[src/rtl/vga_timing_pkg.sv]
// Shared VGA timing defaults, sync polarity constants and the
// decoded-raster bundle carried down the read-latency delay line.
package vga_timing_pkg;

    function automatic int axis_total(int active, int fp, int sync, int bp);
        return active + fp + sync + bp;
    endfunction

    localparam int DEF_H_ACTIVE = 640;
    localparam int DEF_H_FP     = 16;
    localparam int DEF_H_SYNC   = 96;
    localparam int DEF_H_BP     = 48;
    localparam int DEF_V_ACTIVE = 480;
    localparam int DEF_V_FP     = 10;
    localparam int DEF_V_SYNC   = 2;
    localparam int DEF_V_BP     = 33;

    localparam int DEF_H_TOTAL =
        axis_total(DEF_H_ACTIVE, DEF_H_FP, DEF_H_SYNC, DEF_H_BP);
    localparam int DEF_V_TOTAL =
        axis_total(DEF_V_ACTIVE, DEF_V_FP, DEF_V_SYNC, DEF_V_BP);

    localparam bit POL_LOW  = 1'b0;
    localparam bit POL_HIGH = 1'b1;

    // Sync fields are logical (1 = asserted); polarity is applied at the pins.
    typedef struct packed {
        logic active;
        logic hs;
        logic vs;
        logic fs;
    } dec_t;

endpackage

[src/rtl/vga_axis_counter.sv]
// One raster axis: wrapping counter plus active and sync range decode.
module vga_axis_counter
    import vga_timing_pkg::*;
#(
    parameter int ACTIVE = DEF_H_ACTIVE,
    parameter int FP     = DEF_H_FP,
    parameter int SYNC   = DEF_H_SYNC,
    parameter int BP     = DEF_H_BP,
    parameter int CNT_W  = 11
) (
    input  logic             clock,
    input  logic             reset,
    input  logic             ce,
    input  logic             carry_in,
    output logic [CNT_W-1:0] count,
    output logic             wrap,
    output logic             active,
    output logic             sync
);

    localparam int TOTAL = axis_total(ACTIVE, FP, SYNC, BP);
    localparam logic [CNT_W-1:0] LAST     = CNT_W'(TOTAL - 1);
    localparam logic [CNT_W-1:0] ACT_END  = CNT_W'(ACTIVE);
    localparam logic [CNT_W-1:0] SYNC_BEG = CNT_W'(ACTIVE + FP);
    localparam logic [CNT_W-1:0] SYNC_END = CNT_W'(ACTIVE + FP + SYNC);

    assign wrap   = carry_in && (count == LAST);
    assign active = count < ACT_END;
    assign sync   = (count >= SYNC_BEG) && (count < SYNC_END);

    always_ff @(posedge clock) begin
        if (reset) begin
            count <= '0;
        end else if (ce && carry_in) begin
            count <= wrap ? '0 : count + CNT_W'(1);
        end
    end

endmodule

[src/rtl/vga_sync_gen.sv]
// Parametrised VGA raster engine: linear framebuffer addressing and a
// read-latency-matched pipeline driving sync, blank and colour pins.
module vga_sync_gen
    import vga_timing_pkg::*;
#(
    parameter int H_ACTIVE = DEF_H_ACTIVE,
    parameter int H_FP     = DEF_H_FP,
    parameter int H_SYNC   = DEF_H_SYNC,
    parameter int H_BP     = DEF_H_BP,
    parameter int V_ACTIVE = DEF_V_ACTIVE,
    parameter int V_FP     = DEF_V_FP,
    parameter int V_SYNC   = DEF_V_SYNC,
    parameter int V_BP     = DEF_V_BP,
    parameter bit HS_POL   = POL_LOW,
    parameter bit VS_POL   = POL_LOW,
    parameter int RGB_W    = 3,
    parameter int ADDR_W   = 19,
    parameter int CNT_W    = 11,
    parameter int RD_LAT   = 1
) (
    input  logic              Clock,
    input  logic              Reset,
    input  logic              iPixEn,
    input  logic [RGB_W-1:0]  iColor,
    output logic [ADDR_W-1:0] oColorAddress,
    output logic              oHs,
    output logic              oVs,
    output logic              oActive,
    output logic [RGB_W-1:0]  oRGB,
    output logic              oFrameStart
);

    logic [CNT_W-1:0]  hcnt;
    logic [CNT_W-1:0]  vcnt;
    logic              h_wrap;
    logic              v_wrap;
    logic              h_act;
    logic              v_act;
    logic              h_sync;
    logic              v_sync;
    logic [ADDR_W-1:0] addr;
    dec_t              cur;
    dec_t              dl [RD_LAT];

    vga_axis_counter #(
        .ACTIVE (H_ACTIVE),
        .FP     (H_FP),
        .SYNC   (H_SYNC),
        .BP     (H_BP),
        .CNT_W  (CNT_W)
    ) u_h (
        .clock    (Clock),
        .reset    (Reset),
        .ce       (iPixEn),
        .carry_in (1'b1),
        .count    (hcnt),
        .wrap     (h_wrap),
        .active   (h_act),
        .sync     (h_sync)
    );

    // v_wrap only fires with h_wrap, so it marks the last tick of a frame.
    vga_axis_counter #(
        .ACTIVE (V_ACTIVE),
        .FP     (V_FP),
        .SYNC   (V_SYNC),
        .BP     (V_BP),
        .CNT_W  (CNT_W)
    ) u_v (
        .clock    (Clock),
        .reset    (Reset),
        .ce       (iPixEn),
        .carry_in (h_wrap),
        .count    (vcnt),
        .wrap     (v_wrap),
        .active   (v_act),
        .sync     (v_sync)
    );

    always_comb begin
        cur        = '0;
        cur.active = h_act && v_act;
        cur.hs     = h_sync;
        cur.vs     = v_sync;
        cur.fs     = (hcnt == '0) && (vcnt == '0);
    end

    always_ff @(posedge Clock) begin
        if (Reset) begin
            for (int i = 0; i < RD_LAT; i++) begin
                dl[i] <= '0;
            end
            addr        <= '0;
            oHs         <= ~HS_POL;
            oVs         <= ~VS_POL;
            oActive     <= 1'b0;
            oRGB        <= '0;
            oFrameStart <= 1'b0;
        end else if (iPixEn) begin
            dl[0] <= cur;
            for (int i = 1; i < RD_LAT; i++) begin
                dl[i] <= dl[i-1];
            end
            if (v_wrap) begin
                addr <= '0;
            end else if (cur.active) begin
                addr <= addr + ADDR_W'(1);
            end
            oHs         <= ~(dl[RD_LAT-1].hs ^ HS_POL);
            oVs         <= ~(dl[RD_LAT-1].vs ^ VS_POL);
            oActive     <= dl[RD_LAT-1].active;
            oRGB        <= dl[RD_LAT-1].active ? iColor : '0;
            oFrameStart <= dl[RD_LAT-1].fs;
        end
    end

    assign oColorAddress = addr;

endmodule
[config.mk]
export PLATFORM = sky130hd
export DESIGN_NAME = vga_sync_gen
export DESIGN_NICKNAME = d
export VERILOG_FILES = /design/src/rtl/vga_timing_pkg.sv /design/src/rtl/vga_axis_counter.sv /design/src/rtl/vga_sync_gen.sv
export SDC_FILE = /design/constraint.sdc
export NUM_CORES = 1
export LEC_CHECK = 0
export ABC_AREA = 0
export BUFFER_PORTS_ARGS = -buffer_cell sky130_fd_sc_hd__buf_2
export CAP_MARGIN = 10
export CORE_MARGIN = 2
export CORE_UTILIZATION = 50
export CTS_CLUSTER_SIZE = 30
export DETAILED_ROUTE_END_ITERATION = 12
export PLACE_DENSITY_LB_ADDON = 0.08
export SLEW_MARGIN = 10
export SYNTH_ARGS = -nofsm -noshare
export SYNTH_HDL_FRONTEND = slang
export SYNTH_SLANG_ARGS = --single-unit
[constraint.sdc]
create_clock -name Clock -period 2.8 [get_ports Clock]
set_input_delay 0.14 -clock Clock [delete_from_list [all_inputs] [get_ports Clock]]
set_output_delay 0.14 -clock Clock [all_outputs]
set_load 0.02 [all_outputs]
Word level (Yosys, flattened, before mapping)
Memory sizes are Yosys's and may differ from the RTL's.
Index checks and enable logic that the tools add are counted.
{ "op_classes": {"bitwise_logic": 2, "n_addsub": 3, "mux": 12, "reduce_logical": 11, "n_lt_le_gt_ge": 6, "n_eq_ne": 2} }
{ "op_table": {"columns": ["cell", "n"], "rows": [
  ["2-to-1 mux 19 bit", 2],
  ["adder 11 x 1 -> 11 bit (second input constant)", 2],
  ["== test 11 x 10 -> 1 bit (second input constant)", 2],
  ["zero test 11 bit", 2],
  ["less-than comparator 11 x 10 -> 1 bit (second input constant)", 2],
  ["less-than comparator 11 x 9 -> 1 bit (second input constant)", 2],
  ["2-to-1 mux 11 bit", 2],
  ["adder 19 x 1 -> 19 bit (second input constant)", 1],
  [">= comparator 11 x 10 -> 1 bit (second input constant)", 1],
  [">= comparator 11 x 9 -> 1 bit (second input constant)", 1],
  ["logical AND 1 bit", 6],
  ["2-to-1 mux 1 bit", 6],
  ["2-to-1 mux 4 bit", 1],
  ["OR reduction 4 bit", 1],
  ["2-to-1 mux 3 bit", 1],
  ["inverter 1 bit", 2],
  ["AND reduction 2 bit", 1],
  ["nonzero test 2 bit", 1]
]} }
{ "totals": {"regBits": 48, "elab_cells": 45, "mem_count": 1, "out_inout_bits": 26, "ramBits": 4, "inputBits": 6} }
{ "memory_table": {"columns": ["name", "words", "width", "read_ports", "rd_ports_with_merged_regs", "wr", "line_no", "text"], "rows": [
  ["dl", 1, 4, 1, 0, 1, "vga_sync_gen.sv:43", "dec_t dl [RD_LAT];"]
]} }

Depth between registers and ports, before layout
Gate-level depths: netlist of run 1.
{ "depth": {"word_depth": 5, "ltp_mapped": 9, "ltp_nobuf": 7} }

Cells and area by module
From an unflattened synthesis of run 1, not the netlist that was laid out.
{ "hier_totals": {"hier_cells": 290, "area_unflattened_um2": 2605.0} }
{ "by_module_without_submodules": {"columns": ["module", "area_each_um2", "n_inst", "cells_each", "seq_area_each_um2"], "rows": [
  ["vga_sync_gen", 1401.3, 1, 154, 640.6],
  ["vga_axis_counter at u_v", 621.8, 1, 68, 220.2],
  ["vga_axis_counter at u_h", 581.8, 1, 68, 220.2]
]} }

Worst setup path before layout of run 1
Ideal clock, no wire load.
{ "synth_path": {"kind": "reg-to-reg", "from": "register u_v.count[4]", "to": "register addr[17] (netlist: oColorAddress[17])", "path_slack_ps": 641, "path_stages_with_launch": 7, "path_buffers": 1, "t_arrival_ps": 2089, "setup_time_ps": 71, "t_required_ps": 2729, "synth_period_minus_slack_ps": 2159, "path_cell_list": "dfxtp_1 -> or4_4 -> nor4_4 -> a21oi_2 -> buf_6 -> or4_1 -> a21oi_1"} }
{ "synth_via": {"elab_chain_len": 4, "word_cells_on_any_way": 7, "cone_classes": "1 x order compare; 1 x eq/ne; 1 x mux; 4 x reduce/logical"} }
{ "synth_lines": {"columns": ["element", "line_no", "text"], "rows": [
  ["start: declaration", "vga_axis_counter.sv:15", "output logic [CNT_W-1:0] count,"],
  ["start signal: assignment", "vga_axis_counter.sv:35", "count <= wrap ? '0 : count + CNT_W'(1);"],
  ["less-than comparator 11 x 9 -> 1 bit / == test 11 x 10 -> 1 bit (equally long branches)", "vga_axis_counter.sv:28, vga_axis_counter.sv:27", null],
  ["logical AND 1 bit (on tied branches)", "vga_sync_gen.sv:82, vga_axis_counter.sv:27", null],
  ["nonzero test 2 bit (no source line)", null, null],
  ["AND reduction 2 bit (no source line)", null, null],
  ["end signal: assignment", "vga_sync_gen.sv:107", "addr <= addr + ADDR_W'(1);"],
  ["end: declaration", "vga_sync_gen.sv:41", "logic [ADDR_W-1:0] addr;"]
]} }
Parallel ways exist; a longest one is shown, timed or not.
A chain may end at the register's enable or synchronous reset.

Worst setup path in the final report of run 1
{ "layout_path": {"from": "register u_v.count[4]", "to": "register addr[16] (netlist: oColorAddress[16])"} }
Same word-level chain as after synthesis.

==> results of run 1 <==
[path summary, 6_finish.rpt]
path | endpoint | from
max | oColorAddress[16] | u_v.count[4]
min | oRGB[0] | iColor[0]
max reg2reg | oColorAddress[16] | u_v.count[4]
min reg2reg | oRGB[2] | oRGB[2]
[per-stage QoR]
step           total power [mW]  cell area, um2
3_3_place_gp              0.861            2740
4_1_cts                    1.29            2830
6_report                   1.27            2830
5_1_grt                    1.32            2830
3_5_place_dp              0.861            2740
2_1_floorplan             0.841            2540
[area by class of cell]
cell class                 count  area [um2]  share of cell area [%]
multi-input combinational    228        1370                    48.4
sequential                    52        1080                    38.2
timing repair buffer          34         178                    6.27
tap                           67        83.8                    2.96
clock buffer                   5        68.8                    2.43
inverter                       7        26.3                   0.928
clock inverter                 3        23.8                   0.839
[metal layers]
metal  track usage, %  up-vias
met2             33.9       32
met3             4.55        7
met5                0        -
met1             26.7     1015
li1                 -     1134
met4             7.60        0
[cell usage in the layout (no fill, tap or decap), types with 6 or more instances in the layout]
cell                       instances
sky130_fd_sc_hd__and3_1            6
sky130_fd_sc_hd__nor2_1           30
sky130_fd_sc_hd__nand2_1          26
sky130_fd_sc_hd__nor4_1            6
sky130_fd_sc_hd__o21ai_0          11
sky130_fd_sc_hd__inv_1             7
sky130_fd_sc_hd__xor2_1            7
sky130_fd_sc_hd__xnor2_1           7
sky130_fd_sc_hd__dfxtp_1          48
sky130_fd_sc_hd__buf_2            31
sky130_fd_sc_hd__or4_1             7
sky130_fd_sc_hd__nand4_1           8
sky130_fd_sc_hd__nand3_1          21
sky130_fd_sc_hd__nor3_1            6
sky130_fd_sc_hd__or3_1            14
sky130_fd_sc_hd__a21oi_1          26
sky130_fd_sc_hd__nand2b_1          9
[kinds of logic (layout without fill, tap and decap cells)]
logic type	Yosys count	in the layout
AOI/OAI and AO/OA	55	55
xor gates and xnor gates	14	14
adders and majority gates	5	5
buffers and inverters	21	49
DFF	52	52
muxes	3	3
and+or+nand+nor	151	151
[critical path, delay by kind of cell (launching register included)]
kind / cells / cell delay [ns]
flip-flops: 1 / 0.39
AND/OR/NAND/NOR: 3 / 1.50
AO/OA/AOI/OAI: 2 / 0.48
[flip-flops by register name (all words and copies together) (netlist names)]
name           flops
u_v.count         11
oActive            1
oVs                1
oColorAddress     19
oRGB               3
u_h.count         11
oHs                1
dl                 4
oFrameStart        1
[power groups by stage]
stage,Combinational (mW),Clock (mW),Sequential [mW]
2_1_floorplan,0.0471,0,0.794
3_3_place_gp,0.0730,0,0.788
3_5_place_dp,0.0737,0,0.788
4_1_cts,0.0740,0.448,0.771
5_1_grt,0.0827,0.468,0.773
6_report,0.0732,0.427,0.770
==> out/summary.txt, run 1 <==
setup TNS after final layout: 0 ns
worst ir drop on vdd: 0.000229 V
worst-margin pin slew: 1.11 ns
top post-synthesis cells by count: sky130_fd_sc_hd__dfxtp_1, sky130_fd_sc_hd__nor2_1, sky130_fd_sc_hd__a21oi_1, sky130_fd_sc_hd__nand2_1, sky130_fd_sc_hd__nand3_1
share of synthesized area spent on multiplexers: 1.18%
filler cell count: 483
combinational share of power: 5.8%
Power Density: 448 mW/mm2
clock tree buffer depth: 2
wire length of the first global-routing pass: 9.01 mm
Worst Setup Slack post-DPL: 0.404 ns
nature of the critical path endpoint: register
number of standard cells in the final layout excluding fillers: 396
Final Cycle Share: 86.2%
depth of the worst register-to-register path: 5
highest signal layer in the routed design: met4
H-tree lvl count: 2
synthesized flop and latch total: 52
crit path time final: 2.41 ns
Overflow after GRT: 0
count leader, synth: sky130_fd_sc_hd__dfxtp_1
status: completed
Critical Path Slowest Stage Cell: sky130_fd_sc_hd__or4_4
vias in the first global route: 2008
die extent in y: 75.3 um
Tot GR Track Use: 20.7%
asr flop ratio synth: 0%
final-report max-slew violation count: 0
internal reg-to-reg setup slack: 0.39 ns
initial antenna violation count: 0
top-level port count: 32
worst-case hold slack: 0.0905 ns
compound-cell area share of the yosys netlist: 12.5%
worst-path fanout max: 30
cell area after technology mapping: 0.00254 mm2
predominant post-synthesis flop cell: sky130_fd_sc_hd__dfxtp_1
detailed-routing iteration count for the pre-antenna-repair pass: 4
pin count of the biggest net entering global routing: 33
count of flip-flops with a built-in enable after synthesis: 4
number of instances in the synthesized netlist: 301
count of unresolved DRC violations after routing: 0
Seq pwr share: 60.6%
Post-Route Utilization: 58.8%
startpoint types: register
setup slack after layout: 0.386 ns
setup violators final: 0
# nets final: 339
number of CTS-inserted buffers: 5
main area contributors after synthesis: sky130_fd_sc_hd__dfxtp_1, sky130_fd_sc_hd__a21oi_1, sky130_fd_sc_hd__edfxtp_1, sky130_fd_sc_hd__nor2_1, sky130_fd_sc_hd__nand3_1
share of synthesized area occupied by flip-flops and latches: 42.6%
Skew-Pair Late Insertion Delay: 0.31 ns
average wire per cell in the routed design: 13.3 um
drt total wl: 5.28 mm
share of power burned in the clock network: 33.6%
residual antenna-violating net count after detailed routing: 0
Data required, critical path: 3.05 ns
DP Cell Count: 388
Worst Path Arrival: 2.66 ns
worst rel slew slack: 25.7%
number of buffers added to fix hold violations after cts: 0
number of unique standard cell types used by synthesis: 45
Simple-Gate Fraction of Synth Area: 33.1%
Area growth, synth to finish: 11.5%
detailed-route via count: 2188
proportion of netlist area held by the largest area contributor: 37.8%
number of cells on the worst hold path: 3
worst setup path category: reg -> reg
synthesized-area fraction occupied by xor and xnor cells: 4.83%
number of antenna diodes: 0
vias per inst: 5.53
unrepaired setup endpoints after global routing: no
Synth Warn #: 0
post-CTS setup-driven buffer insertion count: 0
dominant combinational cell family by area after synthesis: simple AND/OR/NAND/NOR gates
dpl hpwl: 3.71 mm
worst clock skew: 0.00988 ns
worst min-delay path category: in -> reg
met1 wire length: 2.62 mm
effective utilization at floorplan: 52.7%
adder and majority gate portion of the synthesized area: 2.46%
CTS tree: yes
drt initial violations: 121
max incr delay on CP: 0.59 ns
met2 WL: 2.40 mm
width of the die: 75.3 um
static power due to leakage: 1.00 nW
number of clock sinks: 52
GPL Wtd Cong: 0.820
Sw Pwr: 0.307 mW
num rows: 25
final-report hold violation count: 0
# resized after CTS: 0
share of cells above drive strength 1: 14.9%
WL met3: 165 um
Port Buffers: 31
nets in the synthesized netlist: 312
max frequency: 414 MHz
clock root cell: sky130_fd_sc_hd__clkbuf_8
Internal Power: 0.963 mW
Post-Synthesis Mean Instance Area: 8.44 um2
cell breakdown of the critical path: or4_4 > nor4_4 > a21oi_2 > or4_1 > a21oi_1
sw frac: 24.2%
clock slew at reported path FFs: 0.10 ns
die area: 0.00567 mm2
core box area: 0.00482 mm2
Maximum Capacitance Violations: 0
biggest area consumer among synthesized cells: sky130_fd_sc_hd__dfxtp_1
Power figures use the tool's default switching activity.
==> run 2, diff against run 1 <==
--- a/config.mk
+++ b/config.mk
@@ -13,6 +13,7 @@
 export CTS_CLUSTER_SIZE = 30
 export DETAILED_ROUTE_END_ITERATION = 12
 export PLACE_DENSITY_LB_ADDON = 0.08
+export RECOVER_POWER = 25
 export SLEW_MARGIN = 10
 export SYNTH_ARGS = -nofsm -noshare
 export SYNTH_HDL_FRONTEND = slang
==> out/summary.txt, run 2 (synthesis results as in run 1) <==
unrepaired setup endpoints after global routing: no
Critical Path Slowest Stage Cell: sky130_fd_sc_hd__or4_4
status: completed
crit path time final: 2.42 ns (+0.00812 ns)
worst-margin pin slew: 1.31 ns (+0.198 ns)
die extent in y: 75.3 um (unchanged)
detailed-routing iteration count for the pre-antenna-repair pass: 4 (unchanged)
filler cell count: 488 (+1.0%)
GPL Wtd Cong: 0.820 (unchanged)
final-report max-slew violation count: 0 (unchanged)
Largest register FFs: 19 (unchanged)
setup violators final: 0 (unchanged)
Skew-Pair Late Insertion Delay: 0.31 ns (about the same)
Final Cycle Share: 86.5% (+0.29 points)
count of unresolved DRC violations after routing: 0 (unchanged)
pin count of the biggest net entering global routing: 33 (unchanged)
worst setup path category: reg -> reg
worst rel slew slack: 12.5% (-13 points)
number of clock sinks: 52 (unchanged)
worst min-delay path category: in -> reg
core box area: 0.00482 mm2 (unchanged)
wire length of the first global-routing pass: 9.01 mm (unchanged)
drt initial violations: 134 (+11%)
clock slew at reported path FFs: 0.10 ns (about the same)
number of CTS-inserted buffers: 5 (unchanged)
detailed-route via count: 2224 (+1.6%)
Area growth, synth to finish: 11.0%
startpoint types: register
clock tree buffer depth: 2 (unchanged)
vias per inst: 5.62 (+1.6%)
number of buffers added to fix hold violations after cts: 0 (unchanged)
met1 wire length: 2.67 mm (+2.1%)
met2 WL: 2.39 mm (-0.62%)
dpl hpwl: 3.71 mm (unchanged)
# resized after CTS: 0 (unchanged)
WL met3: 161 um (-2.4%)
Worst Path Arrival: 2.67 ns (about the same)
Tot GR Track Use: 20.7% (unchanged)
static power due to leakage: 0.968 nW (-3.5%)
Maximum Capacitance Violations: 0 (unchanged)
initial antenna violation count: 0 (unchanged)
# nets final: 339 (unchanged)
nature of the critical path endpoint: register
die area: 0.00567 mm2 (unchanged)
share of cells above drive strength 1: 11.9% (-3.0 points)
sequential standard cell area: 0.00108 mm2 (unchanged)
number of standard cells in the final layout excluding fillers: 396 (unchanged)
clock root cell: sky130_fd_sc_hd__clkbuf_8
Port Buffers: 31 (unchanged)
average wire per cell in the routed design: 13.4 um (+0.68%)
top-level port count: 32 (unchanged)
post-CTS setup-driven buffer insertion count: 0 (unchanged)
max incr delay on CP: 0.59 ns (about the same)
CTS tree: yes
number of antenna diodes: 0 (unchanged)
setup slack after layout: 0.378 ns (-0.00811 ns)
Post-Route Utilization: 58.5% (-0.26 points)
width of the die: 75.3 um (unchanged)
leading cell type in the layout, fill and taps excluded: sky130_fd_sc_hd__dfxtp_1
Data required, critical path: 3.04 ns (about the same)
Worst Setup Slack post-DPL: 0.404 ns (unchanged)
DP Cell Count: 388 (unchanged)
worst clock skew: 0.00923 ns (-0.000649 ns)
drt total wl: 5.31 mm (+0.68%)
setup TNS after final layout: 0 ns (unchanged)
final-report hold violation count: 0 (unchanged)
effective utilization at floorplan: 52.7% (unchanged)
cell breakdown of the critical path: or4_4 > nor4_4 > a21oi_2 > or4_1 > a21oi_1
Power Density: 450 mW/mm2 (+0.37%)
num rows: 25 (unchanged)
worst ir drop on vdd: 0.000229 V (about the same)
total area of multi-input combinational cells: 0.00137 mm2 (unchanged)
leading cell types in the layout, fill and taps excluded: sky130_fd_sc_hd__dfxtp_1, sky130_fd_sc_hd__nor2_1, sky130_fd_sc_hd__nand2_1, sky130_fd_sc_hd__a21oi_1
worst-path fanout max: 30 (unchanged)
H-tree lvl count: 2 (unchanged)
max frequency: 413 MHz (-0.34%)
highest signal layer in the routed design: met4
vias in the first global route: 2008 (unchanged)
residual antenna-violating net count after detailed routing: 0 (unchanged)
Overflow after GRT: 0 (unchanged)
-- run 2: changes by cell type in the layout (fill, tap and decap cells not counted), sizes merged --
cell,delta
buf,-10
clkbuf,+10
-- run 2: layout make-up --
cell class,instances,area share (%)
clock buffers,5,2.44
clock inverters,3,0.843
inverters,7,0.932
multi-input cells,228,48.6
flip-flops and latches,52,38.3
well taps,67,2.97
repair buffers,34,5.86
-- run 2: through the flow --
step	power (mW)	hold slack (ns)	area (um2)
after detailed placement	0.861	0.420	2740
after global placement	0.861	0.416	2740
after CTS	1.29	0.0814	2830
final	1.27	0.0911	2820
after floorplan	0.841	0.308	2540
after global routing	1.32	0.0862	2820
-- run 2: path summary, 6_finish.rpt --
check | to | slack [ns] | cells after the start | from
hold / removal | oRGB[0] | 0.09 | 3 | iColor[0]
hold reg to reg | oRGB[2] | 0.47 | 2 | oRGB[2]
setup reg to reg | oColorAddress[10] | 0.38 | 5 | u_v.count[4]
setup / recovery | oColorAddress[10] | 0.38 | 5 | u_v.count[4]
-- run 2: critical path: cells and delay by family, from the launching register on --
kind               cells  cell delay, ns
AOI/OAI and AO/OA      2            0.48
DFF                    1            0.39
and+or+nand+nor        3            1.50
-- run 2: power by group --
group          internal [mW]  switching, mW
Combinational         0.0244         0.0479
Clock                  0.177          0.249
Sequential             0.761        0.00991
Total                  0.962          0.307
-- run 2: per-layer routing --
layer  track usage [%]  vias to the layer above
li1                  -                     1142
met4              7.60                        0
met2              33.9                       39
met1              26.7                     1036
met3              4.55                        7
met5                 0                        -
==> run 3, diff against run 2 <==
--- a/config.mk
+++ b/config.mk
@@ -14,6 +14,7 @@
 export DETAILED_ROUTE_END_ITERATION = 12
 export PLACE_DENSITY_LB_ADDON = 0.08
 export RECOVER_POWER = 25
+export REMOVE_ABC_BUFFERS = 1
 export SLEW_MARGIN = 10
 export SYNTH_ARGS = -nofsm -noshare
 export SYNTH_HDL_FRONTEND = slang
==> out/summary.txt, run 3 (synthesis results as in run 1) <==
Port Buffers: 31 (unchanged)
worst setup path category: reg -> reg
share of cells above drive strength 1: 11.5% (-0.37 points)
Skew-Pair Late Insertion Delay: 0.30 ns (about the same)
vias in the first global route: 1851 (-7.8%)
worst clock skew: 0.00639 ns (-0.00285 ns)
R2R Path Start: u_v.count[4]
setup TNS after final layout: 0 ns (unchanged)
Overflow after GRT: 0 (unchanged)
filler cell count: 482 (-1.2%)
unrepaired setup endpoints after global routing: no
CTS tree: yes
leading cell types in the layout, fill and taps excluded: sky130_fd_sc_hd__dfxtp_1, sky130_fd_sc_hd__nor2_1, sky130_fd_sc_hd__nand2_1, sky130_fd_sc_hd__a21oi_1
worst-path fanout max: 23 (-23%)
post-CTS setup-driven buffer insertion count: 0 (unchanged)
Largest register FFs: 19 (unchanged)
DP Cell Count: 390 (+0.52%)
worst r2r dst: oColorAddress[3]
number of cells on the worst hold path: 3 (unchanged)
clock tree buffer depth: 2 (unchanged)
nature of the critical path endpoint: register
# nets final: 341 (+0.59%)
max incr delay on CP: 0.59 ns (about the same)
worst-margin pin slew: 1.11 ns (-0.203 ns)
num rows: 25 (unchanged)
final-report max-slew violation count: 0 (unchanged)
width of the die: 75.3 um (unchanged)
leading cell type in the layout, fill and taps excluded: sky130_fd_sc_hd__dfxtp_1
worst-case hold slack: 0.102 ns (+0.0114 ns)
crit path time final: 2.36 ns (-0.0643 ns)
max frequency: 424 MHz (+2.7%)
worst ir drop on vdd: 0.000340 V (+48%)
pin count of the biggest net entering global routing: 26 (-21%)
source of the worst hold timing path: iColor[0]
clock slew at reported path FFs: 0.09 ns (about the same)
final-report hold violation count: 0 (unchanged)
count of unresolved DRC violations after routing: 0 (unchanged)
Data required, critical path: 3.04 ns (about the same)
number of buffers added to fix hold violations after cts: 0 (unchanged)
die area: 0.00567 mm2 (unchanged)
number of antenna diodes: 0 (unchanged)
Area growth, synth to finish: 12.0%
detailed-route via count: 2188 (-1.6%)
initial antenna violation count: 0 (unchanged)
sequential standard cell area: 0.00108 mm2 (unchanged)
clock root cell: sky130_fd_sc_hd__clkbuf_8
effective utilization at floorplan: 52.7% (unchanged)
cell breakdown of the critical path: or4_4 > nor4_4 > a21oi_2 > buf_4 > or3_1 > a21oi_1
detailed-routing iteration count for the pre-antenna-repair pass: 4 (unchanged)
core box area: 0.00482 mm2 (unchanged)
wire length of the first global-routing pass: 8.68 mm (-3.7%)
Worst Path Arrival: 2.60 ns (-0.07 ns)
setup violators final: 0 (unchanged)
area post-placement: 0.00276 mm2 (+0.55%)
Critical Path Slowest Stage Cell: sky130_fd_sc_hd__or4_4
top-level port count: 32 (unchanged)
worst rel slew slack: 26.0% (+14 points)
design area: 0.00285 mm2 (+0.89%)
internal reg-to-reg setup slack: 0.44 ns (+0.06 ns)
dpl hpwl: 3.77 mm (+1.6%)
average wire per cell in the routed design: 13.3 um (-0.90%)
drt initial violations: 65 (-51%)
number of CTS-inserted buffers: 5 (unchanged)
vias per inst: 5.50 (-2.1%)
die extent in y: 75.3 um (unchanged)
total area of multi-input combinational cells: 0.00137 mm2 (unchanged)
Maximum Capacitance Violations: 0 (unchanged)
H-tree lvl count: 2 (unchanged)
depth of the worst register-to-register path: 6 (+1)
# resized after CTS: 0 (unchanged)
startpoint types: register
drt total wl: 5.29 mm (-0.40%)
static power due to leakage: 0.987 nW (+1.9%)
GPL Wtd Cong: 0.783 (-4.6%)
worst min-delay path category: in -> reg
Tot GR Track Use: 19.9% (-0.72 points)
Final Cycle Share: 84.2% (-2.3 points)
sink of the worst hold path: oRGB[0]
Power Density: 471 mW/mm2 (+4.7%)
residual antenna-violating net count after detailed routing: 0 (unchanged)
number of standard cells in the final layout excluding fillers: 398 (+0.51%)
number of clock sinks: 52 (unchanged)
status: completed
[run 3: per-stage QoR]
stage	power (mW)	utilization, %	setup slack [ns]
floorplan	0.830	-	0.570
global placement	0.863	57.2	0.508
detailed placement	0.864	57.2	0.467
CTS	1.36	59.4	0.442
global route	1.39	59.1	0.268
finish	1.34	59.1	0.442
[run 3: worst max-delay path: cells and delay by family, from the launching register on]
family                 cells  cell delay, ns
and+or+nand+nor            3            1.26
AOI/OAI and AO/OA          2            0.40
DFF                        1            0.38
buffers and inverters      1            0.24
[run 3: cell type report]
type                       instances  share of cell area, %
timing repair buffer              36                   6.20
multi-input combinational        228                   48.2
sequential                        52                   38.0
tap                               67                   2.95
clock inverter                     3                   1.32
clock buffer                       5                   2.42
inverter                           7                  0.923
[run 3: how the worst max path moves through the flow]
stage | startpoint | end | slack (ns) | cells past startpoint
2_1_floorplan | u_h.count[5] | oColorAddress[17] | 0.57 | 5
3_3_place_gp | u_v.count[4] | oColorAddress[3] | 0.51 | 6
3_5_place_dp | u_v.count[4] | oColorAddress[3] | 0.47 | 6
4_1_cts | u_v.count[4] | oColorAddress[3] | 0.44 | 6
5_1_grt | u_v.count[5] | oColorAddress[2] | 0.27 | 6
6_report | u_v.count[4] | oColorAddress[3] | 0.44 | 6
[run 3: where the power goes]
part           switching [mW]  internal [mW]
sequential            0.00968          0.761
combinational          0.0488         0.0254
clock                   0.235          0.261
[run 3: metal layers]
layer  share of wire, %  up-vias  GRT usage [%]
met5                  0        -              0
met1                 49      991           27.8
met2                 45       48           31.2
met4               0.74        0           4.68
met3                4.6        4           5.22
li1                   -     1145              -
